## src/rtl/pc_pkg.sv

```systemverilog
// Shared definitions for the program-counter generator: next-PC select
// encoding and the sequential instruction step.
package pc_pkg;

    typedef enum logic [1:0] {
        PC_INC    = 2'd0,
        PC_BRANCH = 2'd1,
        PC_JALR   = 2'd2,
        PC_RET    = 2'd3
    } pc_src_e;

    localparam int unsigned PC_STEP = 4;

endpackage

```

## src/rtl/pc_ras.sv

```systemverilog
// Circular return-address stack. A push when full overwrites the oldest
// entry; a simultaneous push and pop replaces the top in place.
module pc_ras #(
    parameter int DEPTH = 4,
    parameter int WIDTH = 32
) (
    input  logic             clk,
    input  logic             rst,
    input  logic             push,
    input  logic             pop,
    input  logic [WIDTH-1:0] push_data,
    output logic [WIDTH-1:0] top,
    output logic             empty,
    output logic             full
);

    localparam int PW = $clog2(DEPTH);
    localparam int CW = PW + 1;

    logic [WIDTH-1:0] r_mem [DEPTH];
    logic [PW-1:0]    r_ptr;
    logic [CW-1:0]    r_cnt;
    logic [PW-1:0]    w_top_idx;
    logic             w_pop;
    logic [PW-1:0]    w_wr_idx;

    assign w_top_idx = r_ptr - 1'b1;
    assign empty     = (r_cnt == '0);
    assign full      = (r_cnt == CW'(DEPTH));
    assign top       = r_mem[w_top_idx];
    assign w_pop     = pop && !empty;
    // Push+pop writes over the current top instead of the next free slot.
    assign w_wr_idx  = w_pop ? w_top_idx : r_ptr;

    always_ff @(posedge clk or posedge rst) begin
        if (rst) begin
            r_ptr <= '0;
            r_cnt <= '0;
        end else if (push && w_pop) begin
            r_ptr <= r_ptr;
            r_cnt <= r_cnt;
        end else if (push) begin
            r_ptr <= r_ptr + 1'b1;
            r_cnt <= full ? r_cnt : r_cnt + 1'b1;
        end else if (w_pop) begin
            r_ptr <= w_top_idx;
            r_cnt <= r_cnt - 1'b1;
        end
    end

    always_ff @(posedge clk) begin
        if (push) begin
            r_mem[w_wr_idx] <= push_data;
        end
    end

endmodule

```

## src/rtl/pc_gen.sv

```systemverilog
// Program-counter generator: next-PC target mux, word-alignment check and
// the PC register, with call/return prediction through pc_ras.
module pc_gen
    import pc_pkg::*;
#(
    parameter int                    DATA_WIDTH   = 32,
    parameter logic [DATA_WIDTH-1:0] RESET_VECTOR = '0,
    parameter int                    RAS_DEPTH    = 4
) (
    input  logic                  clk,
    input  logic                  rst,
    input  logic                  stall,
    input  logic [1:0]            pc_src,
    input  logic [DATA_WIDTH-1:0] imm_op,
    input  logic [DATA_WIDTH-1:0] rs1_val,
    input  logic                  ras_push,
    input  logic                  trap,
    input  logic [DATA_WIDTH-1:0] trap_vec,
    output logic [DATA_WIDTH-1:0] pc,
    output logic [DATA_WIDTH-1:0] pc_plus4,
    output logic                  misaligned,
    output logic                  ras_empty,
    output logic                  ras_full
);

    logic [DATA_WIDTH-1:0] r_pc;
    logic                  r_misaligned;
    logic [DATA_WIDTH-1:0] w_pc_plus4;
    logic [DATA_WIDTH-1:0] w_jalr_sum;
    logic [DATA_WIDTH-1:0] w_jalr_tgt;
    logic [DATA_WIDTH-1:0] w_ras_top;
    logic [DATA_WIDTH-1:0] w_target;
    logic                  w_use_ras;
    logic                  w_accept;
    logic                  w_aligned;
    logic                  w_commit;

    assign w_pc_plus4 = r_pc + DATA_WIDTH'(PC_STEP);
    assign w_jalr_sum = rs1_val + imm_op;
    assign w_jalr_tgt = {w_jalr_sum[DATA_WIDTH-1:1], 1'b0};
    // RET with an empty stack falls back to the JALR target, so stale
    // storage is never selected.
    assign w_use_ras  = (pc_src_e'(pc_src) == PC_RET) && !ras_empty;

    always_comb begin
        w_target = w_pc_plus4;
        case (pc_src_e'(pc_src))
            PC_INC:    w_target = w_pc_plus4;
            PC_BRANCH: w_target = r_pc + imm_op;
            PC_JALR:   w_target = w_jalr_tgt;
            PC_RET:    w_target = w_use_ras ? w_ras_top : w_jalr_tgt;
            default:   w_target = w_pc_plus4;
        endcase
    end

    assign w_accept  = !trap && !stall;
    assign w_aligned = (w_target[1:0] == 2'b00);
    assign w_commit  = w_accept && w_aligned;

    always_ff @(posedge clk or posedge rst) begin
        if (rst) begin
            r_pc         <= RESET_VECTOR;
            r_misaligned <= 1'b0;
        end else if (trap) begin
            r_pc         <= trap_vec;
            r_misaligned <= 1'b0;
        end else if (stall) begin
            r_misaligned <= 1'b0;
        end else if (w_aligned) begin
            r_pc         <= w_target;
            r_misaligned <= 1'b0;
        end else begin
            r_misaligned <= 1'b1;
        end
    end

    pc_ras #(
        .DEPTH (RAS_DEPTH),
        .WIDTH (DATA_WIDTH)
    ) u_ras (
        .clk       (clk),
        .rst       (rst),
        .push      (w_commit && ras_push),
        .pop       (w_commit && w_use_ras),
        .push_data (w_pc_plus4),
        .top       (w_ras_top),
        .empty     (ras_empty),
        .full      (ras_full)
    );

    assign pc         = r_pc;
    assign pc_plus4   = w_pc_plus4;
    assign misaligned = r_misaligned;

endmodule
```

## config.mk

```make
export PLATFORM = sky130hd
export DESIGN_NAME = pc_gen
export DESIGN_NICKNAME = d
export VERILOG_FILES = /design/src/rtl/pc_pkg.sv /design/src/rtl/pc_ras.sv /design/src/rtl/pc_gen.sv
export SDC_FILE = /design/constraint.sdc
export NUM_CORES = 1
export LEC_CHECK = 0
export CAP_MARGIN = 20
export CORE_MARGIN = 2
export CORE_UTILIZATION = 45
export DETAILED_ROUTE_END_ITERATION = 6
export HOLD_SLACK_MARGIN = 0.03
export PLACE_DENSITY = 0.68
export SLEW_MARGIN = 15
export SYNTH_ARGS = -nofsm -noshare
export SYNTH_HDL_FRONTEND = slang
export SYNTH_HIERARCHICAL = 1
export SYNTH_SLANG_ARGS = --single-unit
```

## constraint.sdc

```tcl
create_clock -name clk -period 5.6 [get_ports clk]
set_input_delay 1.4 -clock clk [delete_from_list [all_inputs] [get_ports clk]]
set_output_delay 1.4 -clock clk [all_outputs]
set_load 0.1 [all_outputs]
```

==> results of run 1 <==
==> power by group through the flow <==
stage          logic (mW)  clock network [mW]  registers, mW
2_1_floorplan        1.61                   0           1.86
3_3_place_gp         2.52                   0           1.63
3_5_place_dp         2.55                   0           1.63
4_1_cts              2.57                1.28           1.61
5_1_grt              2.74                1.33           1.63
6_report             2.59                1.27           1.61
==> metrics by stage <==
step / area, µm² / instances / hold WS, ps / utilization [%] / setup slack [ps]
2_1_floorplan: 11370 / 1098 / 601.6 / - / 276.8
3_3_place_gp: 13370 / 1570 / 650.1 / 53.54 / 488.9
3_5_place_dp: 13370 / 1570 / 665.0 / 53.54 / 415.3
4_1_cts: 14010 / 1602 / 675.9 / 56.11 / 798.7
5_1_grt: 14010 / 1602 / 746.3 / 56.11 / 578.2
6_report: 14010 / 1602 / 684.1 / 56.11 / 762.7
==> how the worst min path moves through the flow <==
stage / start / to / slack, ps / cells after the start
after floorplan: u_ras/r_cnt[1] / u_ras/r_cnt[1] / 600 / 2
after global placement: u_ras/r_cnt[1] / u_ras/r_cnt[1] / 650 / 2
after global routing: u_ras/r_cnt[1] / u_ras/r_cnt[1] / 750 / 2
after detailed placement: u_ras/r_cnt[1] / u_ras/r_cnt[1] / 670 / 2
final: u_ras/r_cnt[1] / u_ras/r_cnt[1] / 680 / 2
after CTS: u_ras/r_cnt[1] / u_ras/r_cnt[1] / 680 / 2
==> critical path, stage by stage <==
cell and delay, ps:
clkdlybuf4s50_1 530, ha_1 220, fa_1 430, nor2_1 110, a211oi_1 70, a31oi_1 400
nor2b_1 240, nand2b_1 90, nor2_1 290, o31ai_4 180, or3_2 470, a21oi_4 170
buf_4 320
==> cell type report <==
type                       count  share of cell area [%]
clock buffer                  17                   3.037
clock inverter                15                   1.536
inverter                      24                  0.6431
multi-input combinational    853                   44.43
sequential                   166                   34.24
tap                          330                   2.948
timing repair buffer         197                   13.17
==> kinds of logic after synthesis <==
logic type               Yosys count  share of synthesized area, %
buffers and inverters             79                         3.250
AND/OR/NAND/NOR                  331                         14.03
flip-flops                       166                         42.22
XOR/XNOR                          84                         6.545
adder cells (fa/ha/maj)           65                         7.360
multiplexers                      39                         6.963
AO/OA/AOI/OAI                    334                         19.63
==> Yosys cell counts (9+ instances only) <==
cell type / n
o21a_1: 12
a211oi_1: 17
nand2b_1: 15
a21o_1: 23
nand3_1: 27
nor2_1: 79
edfxtp_1: 128
inv_1: 23
o21ai_0: 75
xnor2_1: 47
mux4_2: 32
nand2_1: 105
nor3_1: 22
and3_1: 17
a21oi_1: 80
o211ai_1: 24
dfrtp_1: 38
clkbuf_1: 33
nor2b_1: 11
o221ai_1: 13
a31oi_1: 12
o21bai_1: 9
nand4_1: 13
and2_1: 9
xor2_1: 36
ha_1: 62
==> sequential cells by signal, summed over array words and instances (netlist names) <==
register,flops
u_ras/r_mem,128
pc,32
u_ras/r_cnt,3
u_ras/r_ptr,2
misaligned,1
==> layout by cell type (no fill, tap or decap), types with 22 or more instances in the layout <==
cell type	count
dfrtp_1	37
xor2_1	36
nor3_1	22
a21o_1	23
o211ai_1	24
xnor2_1	47
buf_4	47
edfxtp_1	128
a21oi_1	78
mux4_2	32
inv_1	23
nand2_1	105
ha_1	62
nand3_1	27
clkdlybuf4s50_1	148
nor2_1	78
o21ai_0	75
==> per-layer routing <==
layer,share of wire (%),wire [µm],vias to the layer above
li1,-,-,4522
met1,44,15660,4774
met3,8.8,3124,47
met5,0,0,-
met4,2.0,706,0
met2,45,16060,482
==> results.sh, run 1 <==
export IMPL_clockRootBuffer="clkbuf_16"
export IMPL_avgRoutedWirePerCell_um=22.19
export IMPL_use_met1_pct=39.95
export IMPL_clock_sinks=166
export IMPL_setup_violations=0
export IMPL_p_sw_mw=2.388
export IMPL_worstSetupEndpointType="register"
export IMPL_clkLatencyLatePin_ps=430
export IMPL_grt_use_total_pct=26.83
export IMPL_slew_headroom_pct=30.45
export IMPL_hold_viol_final=0
export IMPL_cts_tree="done"
export IMPL_use_met2_pct=40.85
export IMPL_grt_pass1_wl_um=53590
export IMPL_port_buffers=169
export IMPL_rsz0062_at_grt="no"
export IMPL_num_vias=9825
export IMPL_drt_initial_drc_count=982
export IMPL_grt_ovfl_total=0
export IMPL_p_total_mw=5.471
export IMPL_ys_ff_latch=166
export IMPL_cp_max_fo=21
export IMPL_drc=0
export IMPL_critPathCapture="u_ras/r_mem[3][8]"
export IMPL_critPathArrivalTime_ps=4930
export IMPL_p_int_mw=3.082
export IMPL_clock_power_share_pct=23.2
export IMPL_syn_mean_instance_area_um2=10.34
export IMPL_die_x_um=162.9
export IMPL_postRouteWirelength_um=35540
export IMPL_r2r_slack_ps=1310
export IMPL_grt_max_degree=41
export IMPL_grt_pass1_vias=9108
export IMPL_start_util_pct=45.49
export IMPL_fmax_mhz=206.7
export IMPL_cp_data_required_time_ps=5700
export IMPL_met3_usage_pct=4.507
export IMPL_leakage_nw=5.250
export IMPL_hold_class="register to register"
export IMPL_synthCells=1098
export IMPL_synth_seq_area_share_pct=42.22
export IMPL_antenna_left=0
export IMPL_grt_busiest_layer="met2"
export IMPL_finClkSkew_ps=13.72
export IMPL_final_seq_area_um2=4796
export IMPL_postCtsHoldBufs=0
export IMPL_rr_worst_depth=14
export IMPL_synth_top_area_share_pct=33.85
export IMPL_die_area_um2=26520
export IMPL_ys_top_cells_by_area="edfxtp_1, dfrtp_1, ha_1, mux4_2, xnor2_1"
export IMPL_cts_inserted_buffers=17
export IMPL_status="finished clean"
export IMPL_post_route_min_period_ps=4837
export IMPL_synthToLayoutAreaGrowth_pct=23.35
export IMPL_peakVddDrop_uv=268.9
export IMPL_boundaryPins=170
export IMPL_pwr_share_comb_pct=47.3
export IMPL_synthArstFlopShare_pct=22.89
export IMPL_postSynthNetCount=1266
export IMPL_cts_max_level=4
export IMPL_die_h_um=162.9
export IMPL_firstDrtPassIters=5
export IMPL_cts_setup_buffers=0
export IMPL_critPathLaunchType="primary input"
export IMPL_yosysTopAreaCell="edfxtp_1"
export IMPL_via_per_inst=6.133
export IMPL_multi_input_area_um2=6223
export IMPL_synth_edf_count=128
export IMPL_clk_pin_slew_ps=60
export IMPL_fill_cells=2216
export IMPL_slew_violations=0
export IMPL_reg2reg_from="u_ras/r_cnt[0]"
export IMPL_post_cts_resized=0
export IMPL_synth_cell_type_count=85
export IMPL_timing_rr_end="u_ras/r_mem[3][8]"
export IMPL_netlist_area_um2=11360
export IMPL_nNetsFinal=1427
export IMPL_cellPowerDensity_nw_per_um2=390.6
export IMPL_maxCapViolCount=0
export IMPL_layout_drive_gt1_share_pct=10.85
export IMPL_crit_start="imm_op[0]"
export IMPL_gp_congestion=0.9176
export IMPL_synthFlopType="edfxtp_1"
export IMPL_core_um2=24960
export IMPL_yosysWarnings=6
export IMPL_antenna_found_initial=0
export IMPL_seqPwrFrac_pct=29.5
export IMPL_tns_ps=0
export IMPL_rows=58
export IMPL_tightest_slew_ps=1040
export IMPL_diodes=0
export IMPL_dp_hpwl_um=27170
export IMPL_finalCritPeriodShare_pct=86.38
export IMPL_netSwitchingFraction_pct=43.66
export IMPL_crit_type="primary input to register"
export IMPL_cts_buffer_depth=2
Power figures use the tool's default switching activity.
==> run 2, diff against run 1 <==
--- a/config.mk
+++ b/config.mk
@@ -11,7 +11,7 @@
 export DETAILED_ROUTE_END_ITERATION = 6
 export HOLD_SLACK_MARGIN = 0.03
 export PLACE_DENSITY = 0.68
-export SLEW_MARGIN = 15
+export SLEW_MARGIN = 40
 export SYNTH_ARGS = -nofsm -noshare
 export SYNTH_HDL_FRONTEND = slang
 export SYNTH_HIERARCHICAL = 1
==> run 2 against run 1 <==
Sequential share of layout area grew 0.72 points; maximum frequency about the same; setup slack gained 0.69 ps; critical path type is now register to primary output; highest routed layer unchanged; critical endpoint is now pc_plus4[26]; via count fell by 0.25%; cell count unchanged; die area unchanged.
==> results.sh, run 2 (synthesis gave the netlist of run 1 again) <==
export IMPL_status="finished clean"
export IMPL_grt_ovfl_total=0
export IMPL_critPathLaunchType="register"
export IMPL_setup_violations=0
export IMPL_rr_worst_depth=14
export IMPL_grt_pass1_vias=9068
export IMPL_layout_common_cells="edfxtp_1, nand2_1, clkdlybuf4s50_1"
export IMPL_tns_ps=0
export IMPL_drt_initial_drc_count=1158
export IMPL_hold_viol_final=0
export IMPL_via_per_inst=6.117
export IMPL_crit_type="register to primary output"
export IMPL_p_sw_mw=2.372
export IMPL_fmax_mhz=206.8
export IMPL_post_route_min_period_ps=4837
export IMPL_die_x_um=162.9
export IMPL_clock_power_share_pct=21.9
export IMPL_cts_max_level=4
export IMPL_post_cts_resized=0
export IMPL_nNetsFinal=1427
export IMPL_pwr_share_comb_pct=47.7
export IMPL_postRouteWirelength_um=35410
export IMPL_utilization_pct=54.95
export IMPL_antenna_left=0
export IMPL_netSwitchingFraction_pct=44.74
export IMPL_slew_violations=0
export IMPL_leakage_nw=5.247
export IMPL_cellPowerDensity_nw_per_um2=386.5
export IMPL_holdPathStages=2
export IMPL_timing_rr_end="u_ras/r_mem[3][13]"
export IMPL_route_met3_wl_um=3060
export IMPL_finalCritPeriodShare_pct=86.37
export IMPL_num_vias=9800
export IMPL_slowest_stage="nor4_1"
export IMPL_avgRoutedWirePerCell_um=22.10
export IMPL_cts_inserted_buffers=17
export IMPL_clkLatencyLatePin_ps=430
export IMPL_firstDrtPassIters=5
export IMPL_grt_pass1_wl_um=53190
export IMPL_hold_class="register to register"
export IMPL_fill_cells=2218
export IMPL_postCtsHoldBufs=0
export IMPL_dp_hpwl_um=27110
export IMPL_layout_drive_gt1_share_pct=14.70
export IMPL_p_int_mw=2.930
export IMPL_clk_pin_slew_ps=60
export IMPL_regMostFlops="u_ras/r_mem"
export IMPL_core_um2=24960
export IMPL_wl_met1_um=15780
export IMPL_hp_start="u_ras/r_cnt[1]"
export IMPL_port_buffers=169
export IMPL_r2r_slack_ps=1330
export IMPL_p_total_mw=5.302
export IMPL_reg2reg_from="u_ras/r_cnt[0]"
export IMPL_cts_tree="done"
export IMPL_seqPwrFrac_pct=30.4
export IMPL_drc=0
export IMPL_dp_cells=1570
export IMPL_crit_chain="nand4_1 -> nor4_1 -> and3_1 -> nand2_1 -> xnor2_1 -> buf_4"
export IMPL_final_seq_area_um2=4796
export IMPL_max_stage_delay_ps=700
export IMPL_clock_sinks=166
export IMPL_diodes=0
export IMPL_grt_use_total_pct=26.64
export IMPL_cts_buffer_depth=2
export IMPL_peakVddDrop_uv=244.1
export IMPL_min_to="u_ras/r_cnt[1]"
export IMPL_clockRootBuffer="clkbuf_16"
export IMPL_start_util_pct=45.49
export IMPL_synthToLayoutAreaGrowth_pct=20.80
export IMPL_rsz0062_at_grt="no"
export IMPL_grt_max_degree=41
export IMPL_cp_max_fo=8
export IMPL_top_layer="met4"
export IMPL_wl_met2_um=15930
export IMPL_stdcell_count=1602
export IMPL_cp_data_required_time_ps=4200
export IMPL_finClkSkew_ps=22.39
export IMPL_critPathArrivalTime_ps=3440
export IMPL_die_area_um2=26520
export IMPL_cts_setup_buffers=0
export IMPL_tightest_slew_ps=786.2
export IMPL_largest_register_ffs=128
export IMPL_boundaryPins=170
export IMPL_maxCapViolCount=0
export IMPL_slew_headroom_pct=47.21
export IMPL_multi_input_area_um2=6223
export IMPL_rows=58
export IMPL_final_common_cell="edfxtp_1"
export IMPL_gp_congestion=0.9176
export IMPL_die_h_um=162.9
export IMPL_worstSetupEndpointType="primary output"
export IMPL_antenna_found_initial=0
[run 2: cell count changes in the layout (fill, tap and decap cells not counted)]
cell / change
buf_2: +48
bufinv_16: -2
clkdlybuf4s50_1: -48
clkinv_1: -1
clkinv_2: +2
clkinv_4: +1
clkinvlp_4: +1
inv_8: -1
[run 2: area by class of cell]
class | count | area share, %
sequential | 166 | 34.96
multi-input combinational | 853 | 45.37
inverter | 24 | 0.6567
clock buffer | 17 | 3.101
timing repair buffer | 197 | 11.69
clock inverter | 15 | 1.213
tap | 330 | 3.010
[run 2: worst max-delay path, delay by kind of cell (launching register included)]
family,cells,cell delay [ps]
AND/OR/NAND/NOR,4,1440
flip-flops,1,550
buffers and inverters,1,420
XOR/XNOR,1,600
[run 2: worst max path at each step]
stage	start	endpoint	slack, ps	depth (start not counted)
floorplan	imm_op[0]	u_ras/r_mem[0][0]	280	12
global placement	imm_op[0]	u_ras/r_mem[3][9]	490	13
detailed placement	imm_op[0]	u_ras/r_mem[3][3]	420	13
CTS	imm_op[0]	u_ras/r_mem[3][9]	800	13
global route	pc[15]	pc_plus4[26]	580	6
finish	pc[15]	pc_plus4[26]	760	6
[run 2: metrics by stage]
step / setup slack, ps / hold WS [ps] / area [µm²]
detailed placement: 421.8 / 664.3 / 13130
global route: 582.4 / 731.2 / 13720
floorplan: 276.8 / 601.6 / 11370
global placement: 488.9 / 650.1 / 13370
finish: 763.4 / 689.1 / 13720
CTS: 798.3 / 675.5 / 13720
[run 2: power by group through the flow]
stage	registers (mW)	logic (mW)	clock network [mW]
floorplan	1.86	1.61	0
global placement	1.63	2.52	0
detailed placement	1.63	2.49	0
CTS	1.61	2.50	1.18
global route	1.63	2.67	1.23
finish	1.61	2.53	1.16
[run 2: per-layer routing]
| layer | vias up | GRT usage [%] |
|---|---|---|
| li1 | 4523 | - |
| met1 | 4728 | 40.21 |
| met2 | 502 | 40.64 |
| met3 | 47 | 3.718 |
| met4 | 0 | 6.356 |
| met5 | - | 0 |
